<file path="src/rtl/bus_arbiter_pkg.sv">
// Shared types for the core-boundary memory bus arbiter.
// Optional fetch-starvation guard is enabled with BUS_ARBITER_FAIRNESS_EN.
package bus_arbiter_pkg;

  typedef logic [31:0] data_word_t;

  // Store access size. Loads and fetches always move a whole aligned word;
  // the load unit extracts the byte or halfword itself.
  typedef enum logic [1:0] {
    BYTE      = 2'd0,
    HALF_WORD = 2'd1,
    WORD      = 2'd2
  } store_width_t;

  typedef enum logic [1:0] {
    IDLE  = 2'd0,
    ISSUE = 2'd1,
    WAIT  = 2'd2
  } bus_arbiter_state_t;

  typedef enum logic [1:0] {
    FETCH = 2'd0,
    LOAD  = 2'd1,
    STORE = 2'd2
  } bus_channel_t;

  function automatic data_word_t word_align(input data_word_t addr);
    return addr & ~32'h3;
  endfunction

endpackage

</file>
<file path="src/rtl/bus_arbiter_if.sv">
// Channel interfaces between the core units (masters) and the bus arbiter (slave).
interface fetch_interface;
  import bus_arbiter_pkg::*;
  logic       request;
  data_word_t address;
  logic       invalidate;
  data_word_t instruction;
  logic       valid;
  logic       stall;

  modport master (output request, address, invalidate, input instruction, valid, stall);
  modport slave  (input request, address, invalidate, output instruction, valid, stall);
endinterface

interface load_interface;
  import bus_arbiter_pkg::*;
  logic       request;
  data_word_t address;
  logic       invalidate;
  data_word_t data;
  logic       valid;

  modport master (output request, address, invalidate, input data, valid);
  modport slave  (input request, address, invalidate, output data, valid);
endinterface

interface store_interface;
  import bus_arbiter_pkg::*;
  logic         request;
  data_word_t   address;
  data_word_t   data;
  store_width_t width;
  logic         done;

  modport master (output request, address, data, width, input done);
  modport slave  (input request, address, data, width, output done);
endinterface

</file>
<file path="src/rtl/bus_arbiter_store_lane_aligner.sv">
// Maps a store's width, byte offset and data onto the 32-bit bus lanes.
module store_lane_aligner
  import bus_arbiter_pkg::*;
(
  input  store_width_t width_i,
  input  logic [1:0]   offset_i,
  input  data_word_t   data_i,
  output logic [3:0]   byte_en_o,
  output data_word_t   wdata_o
);

  // NOTE: every output gets a default before the case so no latch is inferred.
  always_comb begin
    byte_en_o = 4'b1111;
    wdata_o   = data_i;
    case (width_i)
      BYTE: begin
        byte_en_o = 4'b0001 << offset_i;
        wdata_o   = {4{data_i[7:0]}};
      end
      HALF_WORD: begin
        byte_en_o = offset_i[1] ? 4'b1100 : 4'b0011;
        wdata_o   = {2{data_i[15:0]}};
      end
      default: ;
    endcase
  end

endmodule

</file>
<file path="src/rtl/bus_arbiter.sv">
// Fixed-priority arbiter (store > load > fetch) from three core channels onto one memory bus.
// BUS_ARBITER_FAIRNESS_EN adds a starvation counter that forces a fetch grant after three others.
module bus_arbiter
  import bus_arbiter_pkg::*;
(
  input  logic           clk_i,
  input  logic           rst_n_i,
  fetch_interface.slave  fetch_channel,
  load_interface.slave   load_channel,
  store_interface.slave  store_channel,
  output logic           mem_request_o,
  output logic           mem_write_o,
  output data_word_t     mem_address_o,
  output data_word_t     mem_wdata_o,
  output logic [3:0]     mem_byte_en_o,
  input  logic           mem_ready_i,
  input  logic           mem_valid_i,
  input  data_word_t     mem_rdata_i
);

  bus_arbiter_state_t state_q, state_d;
  bus_channel_t       grant_q, grant_d;
  logic               discard_q, discard_d;

  logic         fetch_pend_q, fetch_pend_d;
  data_word_t   fetch_addr_q, fetch_addr_d;
  logic         load_pend_q, load_pend_d;
  data_word_t   load_addr_q, load_addr_d;
  logic         store_pend_q, store_pend_d;
  data_word_t   store_addr_q, store_addr_d;
  data_word_t   store_data_q, store_data_d;
  store_width_t store_width_q, store_width_d;

  logic       mem_request_q, mem_request_d;
  logic       mem_write_q, mem_write_d;
  data_word_t mem_address_q, mem_address_d;
  data_word_t mem_wdata_q, mem_wdata_d;
  logic [3:0] mem_byte_en_q, mem_byte_en_d;

`ifdef BUS_ARBITER_FAIRNESS_EN
  logic [1:0] starve_q, starve_d;
`endif

  logic [3:0]   store_byte_en;
  data_word_t   store_wdata;
  logic         fetch_busy, load_busy, response, suppress;
  logic         any_pending;
  bus_channel_t winner;

  store_lane_aligner u_store_lane_aligner (
    .width_i   (store_width_q),
    .offset_i  (store_addr_q[1:0]),
    .data_i    (store_data_q),
    .byte_en_o (store_byte_en),
    .wdata_o   (store_wdata)
  );

  assign fetch_busy = (state_q != IDLE) && (grant_q == FETCH);
  assign load_busy  = (state_q != IDLE) && (grant_q == LOAD);
  assign response   = (state_q == WAIT) && mem_valid_i;

  always_comb begin
    any_pending = fetch_pend_q | load_pend_q | store_pend_q;
    winner      = FETCH;
    if (store_pend_q)     winner = STORE;
    else if (load_pend_q) winner = LOAD;
`ifdef BUS_ARBITER_FAIRNESS_EN
    if (fetch_pend_q && (starve_q == 2'd3)) winner = FETCH;
`endif
  end

  always_comb begin
    state_d       = state_q;
    grant_d       = grant_q;
    discard_d     = discard_q;
    fetch_pend_d  = fetch_pend_q;
    fetch_addr_d  = fetch_addr_q;
    load_pend_d   = load_pend_q;
    load_addr_d   = load_addr_q;
    store_pend_d  = store_pend_q;
    store_addr_d  = store_addr_q;
    store_data_d  = store_data_q;
    store_width_d = store_width_q;
    mem_request_d = mem_request_q;
    mem_write_d   = mem_write_q;
    mem_address_d = mem_address_q;
    mem_wdata_d   = mem_wdata_q;
    mem_byte_en_d = mem_byte_en_q;
`ifdef BUS_ARBITER_FAIRNESS_EN
    starve_d      = starve_q;
`endif

    case (state_q)
      IDLE: begin
        if (any_pending) begin
          state_d       = ISSUE;
          grant_d       = winner;
          discard_d     = 1'b0;
          mem_request_d = 1'b1;
          mem_write_d   = (winner == STORE);
          mem_wdata_d   = '0;
          mem_byte_en_d = '0;
          case (winner)
            FETCH: begin
              fetch_pend_d  = 1'b0;
              mem_address_d = word_align(fetch_addr_q);
            end
            LOAD: begin
              load_pend_d   = 1'b0;
              mem_address_d = word_align(load_addr_q);
            end
            default: begin
              store_pend_d  = 1'b0;
              mem_address_d = word_align(store_addr_q);
              mem_wdata_d   = store_wdata;
              mem_byte_en_d = store_byte_en;
            end
          endcase
`ifdef BUS_ARBITER_FAIRNESS_EN
          if (winner == FETCH)                      starve_d = 2'd0;
          else if (fetch_pend_q && starve_q != 2'd3) starve_d = starve_q + 2'd1;
`endif
        end
      end
      ISSUE: begin
        if (mem_ready_i) begin
          state_d       = WAIT;
          mem_request_d = 1'b0;
        end
      end
      WAIT: begin
        if (mem_valid_i) state_d = IDLE;
      end
      default: state_d = IDLE;
    endcase

    // Invalidate is applied before request so a same-cycle new request survives.
    if ((fetch_channel.invalidate && fetch_busy) || (load_channel.invalidate && load_busy))
      discard_d = 1'b1;
    if (fetch_channel.invalidate) fetch_pend_d = 1'b0;
    if (load_channel.invalidate)  load_pend_d  = 1'b0;

    if (fetch_channel.request) begin
      fetch_pend_d = 1'b1;
      fetch_addr_d = fetch_channel.address;
    end
    if (load_channel.request) begin
      load_pend_d = 1'b1;
      load_addr_d = load_channel.address;
    end
    if (store_channel.request) begin
      store_pend_d  = 1'b1;
      store_addr_d  = store_channel.address;
      store_data_d  = store_channel.data;
      store_width_d = store_channel.width;
    end
  end

  // NOTE: sequential state uses non-blocking assignments only; all of it, payloads included, resets.
  always_ff @(posedge clk_i or negedge rst_n_i) begin
    if (!rst_n_i) begin
      state_q       <= IDLE;
      grant_q       <= FETCH;
      discard_q     <= 1'b0;
      fetch_pend_q  <= 1'b0;
      fetch_addr_q  <= '0;
      load_pend_q   <= 1'b0;
      load_addr_q   <= '0;
      store_pend_q  <= 1'b0;
      store_addr_q  <= '0;
      store_data_q  <= '0;
      store_width_q <= BYTE;
      mem_request_q <= 1'b0;
      mem_write_q   <= 1'b0;
      mem_address_q <= '0;
      mem_wdata_q   <= '0;
      mem_byte_en_q <= '0;
`ifdef BUS_ARBITER_FAIRNESS_EN
      starve_q      <= 2'd0;
`endif
    end else begin
      state_q       <= state_d;
      grant_q       <= grant_d;
      discard_q     <= discard_d;
      fetch_pend_q  <= fetch_pend_d;
      fetch_addr_q  <= fetch_addr_d;
      load_pend_q   <= load_pend_d;
      load_addr_q   <= load_addr_d;
      store_pend_q  <= store_pend_d;
      store_addr_q  <= store_addr_d;
      store_data_q  <= store_data_d;
      store_width_q <= store_width_d;
      mem_request_q <= mem_request_d;
      mem_write_q   <= mem_write_d;
      mem_address_q <= mem_address_d;
      mem_wdata_q   <= mem_wdata_d;
      mem_byte_en_q <= mem_byte_en_d;
`ifdef BUS_ARBITER_FAIRNESS_EN
      starve_q      <= starve_d;
`endif
    end
  end

  assign mem_request_o = mem_request_q;
  assign mem_write_o   = mem_write_q;
  assign mem_address_o = mem_address_q;
  assign mem_wdata_o   = mem_wdata_q;
  assign mem_byte_en_o = mem_byte_en_q;

  // A response whose channel was invalidated (earlier or right now) completes silently.
  assign suppress = discard_q |
                    ((grant_q == FETCH) ? fetch_channel.invalidate : load_channel.invalidate);

  assign fetch_channel.valid       = response && (grant_q == FETCH) && !suppress;
  assign fetch_channel.instruction = fetch_channel.valid ? mem_rdata_i : '0;
  assign fetch_channel.stall       = fetch_pend_q | (fetch_busy & ~response);
  assign load_channel.valid        = response && (grant_q == LOAD) && !suppress;
  assign load_channel.data         = load_channel.valid ? mem_rdata_i : '0;
  assign store_channel.done        = response && (grant_q == STORE);

endmodule

</file>
<file path="src/flat_wrapper.sv">
// flat-port wrapper written by rule: the top's interface ports become plain ports
module bus_arbiter_flat import bus_arbiter_pkg::*;
  (clk_i, rst_n_i, mem_request_o, mem_write_o, mem_address_o, mem_wdata_o, mem_byte_en_o, mem_ready_i, mem_valid_i, mem_rdata_i, fetch_channel_request, fetch_channel_address, fetch_channel_invalidate, fetch_channel_instruction, fetch_channel_valid, fetch_channel_stall, load_channel_request, load_channel_address, load_channel_invalidate, load_channel_data, load_channel_valid, store_channel_request, store_channel_address, store_channel_data, store_channel_width, store_channel_done);
  fetch_interface fetch_channel_i ();
  load_interface load_channel_i ();
  store_interface store_channel_i ();
  input  logic clk_i;
  input  logic rst_n_i;
  output logic mem_request_o;
  output logic mem_write_o;
  output data_word_t mem_address_o;
  output data_word_t mem_wdata_o;
  output logic [3:0] mem_byte_en_o;
  input  logic mem_ready_i;
  input  logic mem_valid_i;
  input  data_word_t mem_rdata_i;
  input wire logic [$bits(fetch_channel_i.request)-1:0] fetch_channel_request;
  input wire logic [$bits(fetch_channel_i.address)-1:0] fetch_channel_address;
  input wire logic [$bits(fetch_channel_i.invalidate)-1:0] fetch_channel_invalidate;
  output wire logic [$bits(fetch_channel_i.instruction)-1:0] fetch_channel_instruction;
  output wire logic [$bits(fetch_channel_i.valid)-1:0] fetch_channel_valid;
  output wire logic [$bits(fetch_channel_i.stall)-1:0] fetch_channel_stall;
  input wire logic [$bits(load_channel_i.request)-1:0] load_channel_request;
  input wire logic [$bits(load_channel_i.address)-1:0] load_channel_address;
  input wire logic [$bits(load_channel_i.invalidate)-1:0] load_channel_invalidate;
  output wire logic [$bits(load_channel_i.data)-1:0] load_channel_data;
  output wire logic [$bits(load_channel_i.valid)-1:0] load_channel_valid;
  input wire logic [$bits(store_channel_i.request)-1:0] store_channel_request;
  input wire logic [$bits(store_channel_i.address)-1:0] store_channel_address;
  input wire logic [$bits(store_channel_i.data)-1:0] store_channel_data;
  input wire logic [$bits(store_channel_i.width)-1:0] store_channel_width;
  output wire logic [$bits(store_channel_i.done)-1:0] store_channel_done;
  assign fetch_channel_i.request = fetch_channel_request;
  assign fetch_channel_i.address = fetch_channel_address;
  assign fetch_channel_i.invalidate = fetch_channel_invalidate;
  assign fetch_channel_instruction = fetch_channel_i.instruction;
  assign fetch_channel_valid = fetch_channel_i.valid;
  assign fetch_channel_stall = fetch_channel_i.stall;
  assign load_channel_i.request = load_channel_request;
  assign load_channel_i.address = load_channel_address;
  assign load_channel_i.invalidate = load_channel_invalidate;
  assign load_channel_data = load_channel_i.data;
  assign load_channel_valid = load_channel_i.valid;
  assign store_channel_i.request = store_channel_request;
  assign store_channel_i.address = store_channel_address;
  assign store_channel_i.data = store_channel_data;
  assign store_channel_i.width = store_channel_width;
  assign store_channel_done = store_channel_i.done;
  bus_arbiter u_core (.clk_i(clk_i), .rst_n_i(rst_n_i), .fetch_channel(fetch_channel_i), .load_channel(load_channel_i), .store_channel(store_channel_i), .mem_request_o(mem_request_o), .mem_write_o(mem_write_o), .mem_address_o(mem_address_o), .mem_wdata_o(mem_wdata_o), .mem_byte_en_o(mem_byte_en_o), .mem_ready_i(mem_ready_i), .mem_valid_i(mem_valid_i), .mem_rdata_i(mem_rdata_i));
endmodule
</file>
<file path="config.mk">
export PLATFORM = sky130hd
export DESIGN_NAME = bus_arbiter_flat
export DESIGN_NICKNAME = d
export VERILOG_FILES = /design/src/rtl/bus_arbiter_pkg.sv /design/src/rtl/bus_arbiter_if.sv /design/src/rtl/bus_arbiter_store_lane_aligner.sv /design/src/rtl/bus_arbiter.sv /design/src/flat_wrapper.sv
export SDC_FILE = /design/constraint.sdc
export NUM_CORES = 1
export LEC_CHECK = 0
export CORE_MARGIN = 1
export CORE_UTILIZATION = 43
export CTS_BUF_LIST = sky130_fd_sc_hd__clkbuf_16
export DETAILED_ROUTE_END_ITERATION = 16
export GPL_ROUTABILITY_DRIVEN = 0
export MAX_ROUTING_LAYER = met4
export PLACE_DENSITY = 0.81
export SLEW_MARGIN = 20
export SYNTH_ARGS = -nofsm -noshare
export SYNTH_HDL_FRONTEND = slang
export SYNTH_SLANG_ARGS = --single-unit
</file>
<file path="constraint.sdc">
create_clock -name clk_i -period 2.9 [get_ports clk_i]
set_clock_uncertainty 0.2 [all_clocks]
set_input_delay 0.58 -clock clk_i [delete_from_list [all_inputs] [get_ports clk_i]]
set_output_delay 0.58 -clock clk_i [all_outputs]
set_load 0.01 [all_outputs]
</file>
==> summary.md, run 1 <==
| Metric | Value |
|---|---|
| Fmax | 356.1 MHz |
| H-tree depth | 1 |
| ANT nets after route | 0 |
| Pwr dens | 787.2 mW/mm^2 |
| Final setup violation count | 0 |
| Min Tclk post-route | 2.808 ns |
| Worst-skew pair later-pin latency | 0.49 ns |
| # diodes | 0 |
| Register area | 0.005057 mm^2 |
| Synth top cells by count | dfrtp_1 (202), mux2_2 (154), o21ai_0 (77) |
| CTS tree | done |
| Initial Util | 44.18% |
| Hold WS | 0.2771 ns |
| Total power | 0.01011 W |
| Vias | 7002 |
| Ys async rst share | 100.0% |
| R2R Setup Slk | 0.70 ns |
| Top-area cell type share of the netlist area | 56.01% |
| Vias in the first global route | 7331 |
| Area of the multi-input gates | 0.003630 mm^2 |
| Worst-path fanout max | 16 |
| Root Driver | clkbuf_16 |
| Status | finished clean |
| Clock sinks | 202 |
| Leakage | 5.565 nW |
| Data arrival time of the worst path | 2.03 ns |
| EDFF count, synth | 0 |
| Initial antenna violation count | 0 |
| Synth Flop Type | dfrtp_1 |
| Fin. Hold Viols | 0 |
| Pin count of the biggest net entering global routing | 76 |
| Input/output buffers | 302 |
| Hold EP | u_core.mem_write_o |
| Core box area | 0.02043 mm^2 |
| Final max-slew violation count | 0 |
| Unique masters post-synth | 37 |
| Post-Syn Area | 0.009025 mm^2 |
| Wire length per cell | 19.07 um |
| Die footprint | 0.02157 mm^2 |
| First DRT Iteration DRCs | 289 |
| Most common cell in the netlist | dfrtp_1 |
| Clock transition at path regs | 0.06 ns |
| CP required | 2.12 ns |
| Fill cell count | 1607 |
| Worst Reg-to-Reg Cells | 5 |
| WS Path Type | input pin to primary output |
| First-pass GRT wire length | 39.73 mm |
| Area growth, synth to finish | 42.26% |
| Final wirelength | 25.26 mm |
| Period utilisation layout | 96.84% |
| Synth Warn # | 0 |
| Hold WC Path Type | flip-flop to flip-flop |
| Synth Instances | 742 |
| Critical R2R Launch | u_core.state_q[0] |
| Crit. End Element | primary output |
| RSZ-0062 raised after global routing | false |
| Worst slew pin tran | 0.7802 ns |
| Seq/Total Area, Yosys | 56.01% |
| # DRC | 0 |
| Hpwl dp | 17.20 mm |
| Share of layout cells above drive strength 1 | 24.67% |
| Max-cap violations | 0 |
| Nets | 1209 |
| FF-to-FF End | u_core.fetch_pend_q |
| Crit path from | mem_valid_i |
| Row count | 52 |
| Placed instance area | 0.01229 mm^2 |
| Vertical die dimension | 146.9 um |
| Setup_tns | 0 ns |
| Post-synth top area cell | dfrtp_1 |
| Number of CTS-inserted buffers | 22 |
| Slew headroom | 47.98% |
| Hold Crit Start | u_core.mem_write_o |
| Overflow left after global routing | 0 |
| Die span in x | 146.9 um |
| Pre-antenna DRT Iters | 4 |
| Critical path startpoint category | input pin |
| Synthesized area per cell | 12.16 um^2 |
| Largest cells by area after synthesis | dfrtp_1 (56%), mux2_2 (19%), mux2i_1 (5.2%) |
| IO Count | 309 |
| #FFs+latches synth | 202 |
| Overall global routing resource usage | 24.28% |
| Worst VDD drop | 0.5549 mV |
| Design area | 0.01284 mm^2 |
| Vias/cell | 5.289 |
| Hold path depth | 1 |
| Clk buf depth | 3 |
state kept, by name, summed over array words and instances (netlist names):
signal and flops:
u_core.mem_address_o 30, u_core.state_q 2, u_core.grant_q 2, u_core.mem_wdata_o 32, u_core.store_pend_q 1, u_core.mem_write_o 1
u_core.mem_byte_en_o 4, u_core.store_addr_q 32, u_core.store_width_q 2, u_core.store_data_q 32, u_core.fetch_pend_q 1, u_core.fetch_addr_q 30
u_core.load_addr_q 30, u_core.mem_request_o 1, u_core.discard_q 1, u_core.load_pend_q 1
metal layers:
metal	up-vias	track usage (%)	routed length, um
met5	-	-	0
li1	3198	-	-
met4	0	9.063	900
met1	3471	27.81	9874
met2	287	41.87	12680
met3	46	4.938	1796
cells in the final DEF (no fill, tap or decap), types with 2 or more instances in the layout:
master / n
buf_4: 22
clkdlybuf4s50_1: 230
dfrtp_2: 2
nor2_1: 68
nand2b_1: 5
o21ai_0: 77
a21o_1: 3
nor3_1: 2
clkbuf_16: 23
nor2b_1: 2
a22o_1: 2
a21oi_1: 2
nand2_1: 47
o22ai_1: 8
clkbuf_2: 37
buf_2: 2
o31ai_1: 2
o21ai_1: 7
inv_1: 10
clkinv_2: 6
dlygate4sd2_1: 20
or3_1: 2
mux2i_1: 47
clkdlybuf4s15_1: 12
conb_1: 2
mux2_2: 154
clkinv_1: 4
nand3_1: 8
dfrtp_1: 200
buf_12: 5
o2bb2ai_1: 26
critical path, stage by stage:
cell and delay (ns):
clkdlybuf4s50_1 0.48, nor4bb_4 0.19, buf_4 0.17, buf_12 0.14, nand2_1 0.07, nor2_1 0.14, clkdlybuf4s15_1 0.25
how the worst max path moves through the flow:
stage and to:
2_1_floorplan fetch_channel_instruction[10], 3_3_place_gp load_channel_data[3], 3_5_place_dp load_channel_data[3], 4_1_cts fetch_channel_instruction[19], 5_1_grt fetch_channel_instruction[21], 6_report load_channel_data[0]
timing repair:
item | 4_1_cts | 5_1_grt
endpoints found under the setup margin | 68 | 48
gates cloned | 2 | 0
setup buffers | 3 | 0
hold buffers | 1 | 0
pin swaps | 1 | 0
hold endpoints to repair | 70 | 0
resized for setup | 78 | 74
through the flow:
stage,setup slack [ns],instances,utilization (%)
after floorplan,0.7535,743,-
after global placement,-0.2880,1278,60.18
after detailed placement,-0.2904,1278,60.18
after CTS,0.0009353,1324,63.49
after global routing,0.001393,1324,62.84
final,0.09170,1324,62.84
layout make-up:
type | count | share of cell area [%]
flip-flops and latches | 202 | 39.39
multi-input cells | 476 | 28.27
repair buffers | 332 | 24.34
clock buffers | 23 | 4.483
well taps | 270 | 2.631
clock inverters | 17 | 0.7602
inverters | 4 | 0.1169
report_power, final:
| part | switching [W] | internal (W) |
|---|---|---|
| Clock | 0.00108 | 0.00152 |
| Sequential | 0.000452 | 0.00350 |
| Combinational | 0.00172 | 0.00183 |
kinds of logic after synthesis:
family          synth area share, %
compound gates                8.623
buf+inv                       4.076
flops                         56.01
mux                           24.43
other cells                 0.04155
simple gates                  6.821
No activity file was read; power rests on OpenSTA's default activity.
==> run 2, diff against run 1 <==
Clock period 2.9 ns to 3.57 ns, I/O delays scaled along.
==> summary.md, run 2 (synthesis gave the netlist of run 1 again) <==
| Metric | Value |
|---|---|
| Status | finished clean |
| Core box area | 0.02043 mm^2 |
| Row count | 52 |
| Crit path from | mem_valid_i |
| Worst-path fanout max | 16 |
| Commonest non-fill, non-tap cells in the layout | clkdlybuf4s50_1 (298), dfrtp_1 (200), mux2_2 (154), o21ai_0 (77), nor2_1 (68) |
| First DRT Iteration DRCs | 231 |
| Worst-skew pair later-pin latency | 0.49 ns |
| Fmax | 290.8 MHz |
| Number of CTS-inserted buffers | 22 |
| Final worst setup slack | 0.1315 ns |
| Input/output buffers | 302 |
| Share of layout cells above drive strength 1 | 20.29% |
| Worst VDD drop | 0.3705 mV |
| R2R Setup Slk | 1.41 ns |
| Setup_tns | 0 ns |
| Fin. Hold Viols | 0 |
| CP endpoint | fetch_channel_instruction[18] |
| Clk buf depth | 3 |
| Period utilisation layout | 96.32% |
| Data arrival time of the worst path | 2.52 ns |
| Final wirelength | 25.04 mm |
| Overall global routing resource usage | 24.06% |
| Vias in the first global route | 7358 |
| Pre-antenna DRT Iters | 4 |
| Max-cap violations | 0 |
| CP required | 2.66 ns |
| FF-to-FF End | u_core.fetch_pend_q |
| Hold WC Path Type | input pin to async pin |
| Commonest non-fill, non-tap cell in the layout | clkdlybuf4s50_1 |
| Clock sinks | 202 |
| Overflow left after global routing | 0 |
| Slew headroom | 33.28% |
| Vertical die dimension | 146.9 um |
| Final max-slew violation count | 0 |
| Clock transition at path regs | 0.06 ns |
| Critical R2R Launch | u_core.state_q[0] |
| H-tree depth | 1 |
| RSZ-0062 raised after global routing | false |
| Pin count of the biggest net entering global routing | 93 |
| Hpwl dp | 17.07 mm |
| # DRC | 0 |
| Critical path startpoint category | input pin |
| Crit. End Element | primary output |
| # diodes | 0 |
| Worst Reg-to-Reg Cells | 4 |
| Wire length per cell | 19.12 um |
| ANT nets after route | 0 |
| Pwr dens | 633.1 mW/mm^2 |
| First-pass GRT wire length | 39.48 mm |
| Final setup violation count | 0 |
| Min Tclk post-route | 3.438 ns |
| Fill cell count | 1608 |
| Register area | 0.005057 mm^2 |
| Nets | 1196 |
| Die footprint | 0.02157 mm^2 |
| Worst slew pin tran | 1.001 ns |
| IO Count | 309 |
| Leakage | 5.346 nW |
| Area growth, synth to finish | 43.55% |
| Initial antenna violation count | 0 |
| Area of the multi-input gates | 0.003630 mm^2 |
| Vias | 6914 |
| Die span in x | 146.9 um |
| Root Driver | clkbuf_16 |
| Worst slack, placed | 0.08094 ns |
| Initial Util | 44.18% |
| WS Path Type | input pin to primary output |
| Hold WS | 0.07808 ns |
| Vias/cell | 5.278 |
| CTS tree | done |
run 2: changes by cell type in the layout (fill, tap and decap cells not counted), sizes merged, moves of 12 or more:
cell,delta
buf,-12
clkbuf,-35
clkdlybuf4s15,-12
clkdlybuf4s50,+68
dlygate4sd2,-20
run 2: final cells by class:
class,instances,area share [%]
Tap cell,270,2.608
Clock buffer,23,4.443
Timing Repair Buffer,319,25.04
Multi-Input combinational cell,476,28.02
Clock inverter,16,0.7340
Sequential cell,202,39.04
Inverter,4,0.1159
run 2: worst min path at each step:
stage | start | end | slack, ns | cells past startpoint
floorplan | rst_n_i | u_core.discard_q | 0.22 | 0
global placement | u_core.mem_write_o | u_core.mem_write_o | 0.26 | 1
detailed placement | u_core.mem_write_o | u_core.mem_write_o | 0.27 | 1
CTS | rst_n_i | u_core.store_data_q[26] | 0.12 | 1
global route | rst_n_i | u_core.mem_wdata_o[10] | 0.14 | 1
finish | rst_n_i | u_core.store_data_q[26] | 0.08 | 1
run 2: power breakdown:
group / leakage (nW) / switching, W / internal (W)
Combinational: 2.59 / 0.00140 / 0.00149
Sequential: 2.41 / 0.000365 / 0.00284
Clock: 0.348 / 0.000880 / 0.00123
Total: 5.35 / 0.00264 / 0.00556
run 2: worst max-delay path: stages:
cell and delay, ns:
clkdlybuf4s50_1 0.50, nor4bb_4 0.20, buf_4 0.18, clkbuf_16 0.17
nand2_1 0.07, nor2_1 0.12, clkdlybuf4s50_1 0.55
run 2: per-stage QoR:
step	total power (W)	cell area, um^2	utilization (%)	std cells
floorplan	0.004659	9029	-	743
global placement	0.006048	12250	59.97	1269
detailed placement	0.006127	12250	59.97	1269
CTS	0.008269	12920	63.25	1308
global route	0.008659	12950	63.41	1310
finish	0.008202	12950	63.41	1310
run 2: timing repair:
| action | CTS | global route |
|---|---|---|
| setup endpoints to repair | 0 | 8 |
| hold buffers | 0 | 0 |
| setup buffers | 0 | 1 |
| resized for setup | 0 | 0 |
run 2: routing by layer:
layer / wire length [um] / track usage, % / vias to the layer above
li1: - / - / 3180
met1: 9410 / 26.97 / 3385
met2: 12700 / 40.90 / 281
met3: 1746 / 5.155 / 68
met4: 1192 / 11.35 / 0
met5: 0 / - / -
==> run 3, diff against run 2 <==
Settings changed: ABC_AREA from default to 0, REMOVE_ABC_BUFFERS from default to 1.
==> summary.md, run 3 (synthesis gave the netlist of run 1 again) <==
| Metric | Value |
|---|---|
| Status | finished clean |
| Worst-skew pair later-pin latency | 0.49 ns |
| Hold buffer count at CTS | 0 |
| Vertical die dimension | 146.9 um |
| IO Count | 309 |
| Leakage | 5.350 nW |
| Share of layout cells above drive strength 1 | 20.19% |
| Overflow left after global routing | 0 |
| Setup Fix Bufs, Post-CTS | 0 |
| R2R Setup Slk | 1.48 ns |
| Vias in the first global route | 7263 |
| Hold WC Path Type | input pin to async pin |
| Vias/cell | 5.230 |
| WP depth | 5 |
| Final worst setup slack | 0.1185 ns |
| Core box area | 0.02043 mm^2 |
| Die span in x | 146.9 um |
| ANT nets after route | 0 |
| Critical R2R Launch | u_core.state_q[0] |
| First DRT Iteration DRCs | 241 |
| Clk buf depth | 3 |
| Final wirelength | 25.54 mm |
| Crit path from | load_channel_invalidate |
| FF-to-FF End | u_core.mem_wdata_o[12] |
| Total power | 0.008177 W |
| Wire length per cell | 19.41 um |
| Pin count of the biggest net entering global routing | 76 |
| Pwr dens | 632.0 mW/mm^2 |
| Hpwl dp | 17.43 mm |
| Worst path bufs/invs | 3 |
| Delay-heaviest family, CP | buffers and inverters |
| First-pass GRT wire length | 40.25 mm |
| Clock transition at path regs | 0.06 ns |
| # DRC | 0 |
| Die footprint | 0.02157 mm^2 |
| Slew headroom | 34.98% |
| Critical path startpoint category | input pin |
| Initial Util | 44.18% |
| Fin. Hold Viols | 0 |
| Min Tclk post-route | 3.452 ns |
| Worst-path cell chain | clkdlybuf4s50_1, or3b_1, buf_12, nor2_1, clkdlybuf4s50_1 |
| Initial antenna violation count | 6 |
| Overall global routing resource usage | 24.67% |
| Period utilisation layout | 96.68% |
| WS Path Type | input pin to primary output |
| Number of CTS-inserted buffers | 22 |
| Area growth, synth to finish | 43.37% |
| RSZ-0062 raised after global routing | false |
| Crit. End Element | primary output |
| Nets | 1196 |
| Pre-antenna DRT Iters | 6 |
| Clock sinks | 202 |
| CP max stage delay | 0.57 ns |
| H-tree depth | 1 |
| Fmax | 289.7 MHz |
| Worst slack, placed | -0.00008660 ns |
| Root Driver | clkbuf_16 |
| Worst path slowest cell | clkdlybuf4s50_1 |
| Vias | 6883 |
| Data arrival time of the worst path | 2.54 ns |
| Worst slew pin tran | 0.9752 ns |
| Row count | 52 |
| CTS tree | done |
| Max-cap violations | 0 |
| Input/output buffers | 302 |
| CP required | 2.66 ns |
| CP endpoint | load_channel_data[20] |
| CP dominant cell by count | clkdlybuf4s50_1 |
| Commonest non-fill, non-tap cell in the layout | clkdlybuf4s50_1 |
| Commonest non-fill, non-tap cells in the layout | clkdlybuf4s50_1 (298), dfrtp_1 (200), mux2_2 (154), o21ai_0 (77), nor2_1 (67) |
| Worst Reg-to-Reg Cells | 3 |
| Worst VDD drop | 0.4758 mV |
| Final max-slew violation count | 0 |
| Final setup violation count | 0 |
| Worst-path fanout max | 33 |
==> run 3: layout make-up <==
class / count / area [um^2]
antenna: 6 / 15.01
multi-input combinational: 476 / 3632
fill: 1602 / 7491
tap: 270 / 337.8
timing repair buffer: 319 / 3217
inverter: 4 / 15.01
clock buffer: 23 / 575.6
sequential: 202 / 5057
clock inverter: 16 / 88.84
==> run 3: worst min-delay path by stage <==
stage / startpoint / end / slack, ns
floorplan: rst_n_i / u_core.discard_q / 0.22
global placement: u_core.mem_request_o / u_core.mem_request_o / 0.27
detailed placement: u_core.mem_wdata_o[8] / u_core.mem_wdata_o[8] / 0.27
CTS: rst_n_i / u_core.store_data_q[31] / 0.06
global route: rst_n_i / u_core.store_data_q[31] / 0.07
finish: rst_n_i / u_core.store_data_q[31] / 0.04
==> run 3: through the flow <==
stage          hold WS, ns  instances     TNS (ns)  utilization (%)  area [um^2]
6_report           0.04217       1316            0            63.33        12940
3_3_place_gp        0.2658       1271            0            60.00        12260
3_5_place_dp        0.2727       1271  -0.00008660            60.00        12260
4_1_cts            0.06163       1310            0            63.26        12920
5_1_grt            0.07483       1316            0            63.33        12940
2_1_floorplan       0.2184        682       -68.14                -         8676
==> run 3: repair_timing <==
| item | 4_1_cts | 5_1_grt |
|---|---|---|
| gates resized for setup | 1 | 0 |
| endpoints found under the setup margin | 1 | 33 |
| pin swaps | 0 | 1 |
==> run 3: report_power, final <==
part / switching (W) / internal (W) / leakage, nW
Combinational: 0.00135 / 0.00147 / 2.58
Sequential: 0.000414 / 0.00284 / 2.41
Clock: 0.000876 / 0.00122 / 0.363
Total: 0.00264 / 0.00554 / 5.35
==> run 3: worst reg2reg max path: stages, from the launching register on <==
cell and delay [ns]:
dfrtp_1 0.50, nor2_1 0.42, nand2_1 0.54, o2bb2ai_1 0.34
==> run 3: layer usage <==
metal  up-vias  track usage [%]  wire (um)
li1       3177                -          -
met2       236            42.42      13260
met4         0            10.00        866
met3        42            4.752       1590
met1      3428            28.25       9828
met5         -                -          0
==> patch (flow settings as in run 2) <==
The 3 states of `bus_arbiter_state_t` get a one-hot encoding in 3 bits.
--- a/src/rtl/bus_arbiter_pkg.sv
+++ b/src/rtl/bus_arbiter_pkg.sv
@@ -14,6 +14,6 @@
 
-  typedef enum logic [1:0] {
-    IDLE  = 2'd0,
-    ISSUE = 2'd1,
-    WAIT  = 2'd2
+  typedef enum logic [2:0] {
+    IDLE  = 3'b001,
+    ISSUE = 3'b010,
+    WAIT  = 3'b100
   } bus_arbiter_state_t;
Behaviour: same outputs for any inputs over 4 cycles, from zero or initial values and one cycle with rst_n_i low; so few cycles prove little.
==> patch against run 2 <==
Sequential cell count up 1; critical path depth shrank 1; wire length down 0.35%; count of clock-buffer cells in the layout did not move; worst hold slack worse by 0.077 ns; synthesized area is 1.3% higher; synthesized cell count decreased by 3.6%; design area up 1.0%; fmax down 0.24%; non-clock buffer count unchanged; setup slack got worse by 0.0083 ns; total power decreased by 0.10%.
==> patch: results (changes against run 2) <==
{| class="wikitable"
! Metric !! Value
|-
| Outcome || finished, final reports clean (unchanged)
|-
| Fraction of synthesized area in multiplexers || 25.2% (was 24.4%)
|-
| Met3 demand-to-capacity share in global routing || 5.93% (was 5.16%)
|-
| Termination of the worst setup path || fetch_channel_instruction[6] (was fetch_channel_instruction[18])
|-
| Leakage Power || 5.61 nW (was 5.35 nW)
|-
| Count of different cell masters after synthesis || 40 (was 37)
|-
| Total cell area at the placement stage || 12400 um^2 (was 12300 um^2)
|-
| Worst hold margin || 0.00148 ns (was 0.0781 ns)
|-
| Worst slack, placed || 0.0737 ns (was 0.0809 ns)
|-
| Net Sw Power || 2.58 mW (was 2.64 mW)
|-
| Post-Syn Area per Cell || 12.8 um^2 (was 12.2 um^2)
|-
| Nets || 1178 (was 1196)
|-
| Via count normalized by instance count || 5.19 (was 5.28)
|-
| Global routing usage summed across all routing layers || 23.9% (was 24.1%)
|-
| Worst path arrival time || 2.53 ns (was 2.52 ns)
|-
| R2R Path Start || u_core.store_pend_q (was u_core.state_q[0])
|-
| Worst IR drop on VDD || 522 uV (was 370 uV)
|-
| Highest net fanout along the worst path || 17 (was 16)
|-
| Iteration-0 DRC count of the detailed router || 252 (was 231)
|-
| Wire length of the first global-routing pass || 39000 um (was 39500 um)
|-
| Tcrit/Tclk final || 96.5% (was 96.3%)
|-
| Average wire length per cell after detail routing || 19.3 um (was 19.1 um)
|-
| Half-perimeter wire length after detailed placement || 17100 um (about the same)
|-
| Via count of the first global-routing pass || 7097 (was 7358)
|-
| Post-synthesis compound-gate area fraction || 6.72% (was 8.62%)
|-
| Cell depth of the worst flop-to-flop path || 3 (was 4)
|}
[patch: cell count changes after synthesis, moves of 13 or more]
cell,delta
sky130_fd_sc_hd__nor2_1,-64
sky130_fd_sc_hd__mux2_1,+22
sky130_fd_sc_hd__o21ai_0,-26
sky130_fd_sc_hd__mux2_2,-20
sky130_fd_sc_hd__buf_2,-13
sky130_fd_sc_hd__and2_1,+66
[patch: logic make-up after synthesis]
| logic type | count (synthesis) |
|---|---|
| muxes | 211 |
| DFF | 203 |
| and+or+nand+nor | 149 |
| AOI/OAI and AO/OA | 95 |
| buffers and inverters | 56 |
| other | 1 |
[patch: area by class of cell]
class	count	area, um^2
antenna	3	7.51
clock buffer	23	576
clock inverter	17	95.1
fill	1591	7470
inverter	4	15.0
multi-input combinational	457	3780
sequential	203	5080
tap	270	338
timing repair buffer	319	3190
[patch: through the flow]
| step | power, mW | util, % |
|---|---|---|
| after CTS | 8.28 | 63.6 |
| after global placement | 6.01 | 60.3 |
| after global routing | 8.63 | 63.6 |
| after floorplan | 4.71 | - |
| after detailed placement | 6.11 | 60.3 |
| final | 8.19 | 63.6 |
[patch: how the worst min path moves through the flow]
stage,start,end,cells past startpoint
after floorplan,rst_n_i,u_core.discard_q,0
after global placement,u_core.mem_write_o,u_core.mem_write_o,1
after detailed placement,u_core.mem_wdata_o[9],u_core.mem_wdata_o[9],1
after CTS,rst_n_i,u_core.load_addr_q[6],1
after global routing,rst_n_i,u_core.load_addr_q[9],1
final,rst_n_i,u_core.load_addr_q[6],1
[patch: metal layers]
| layer | routed length, um | vias up |
|---|---|---|
| li1 | - | 3091 |
| met1 | 9490 | 3338 |
| met2 | 12700 | 255 |
| met3 | 1920 | 48 |
| met4 | 811 | 0 |
| met5 | 0 | - |
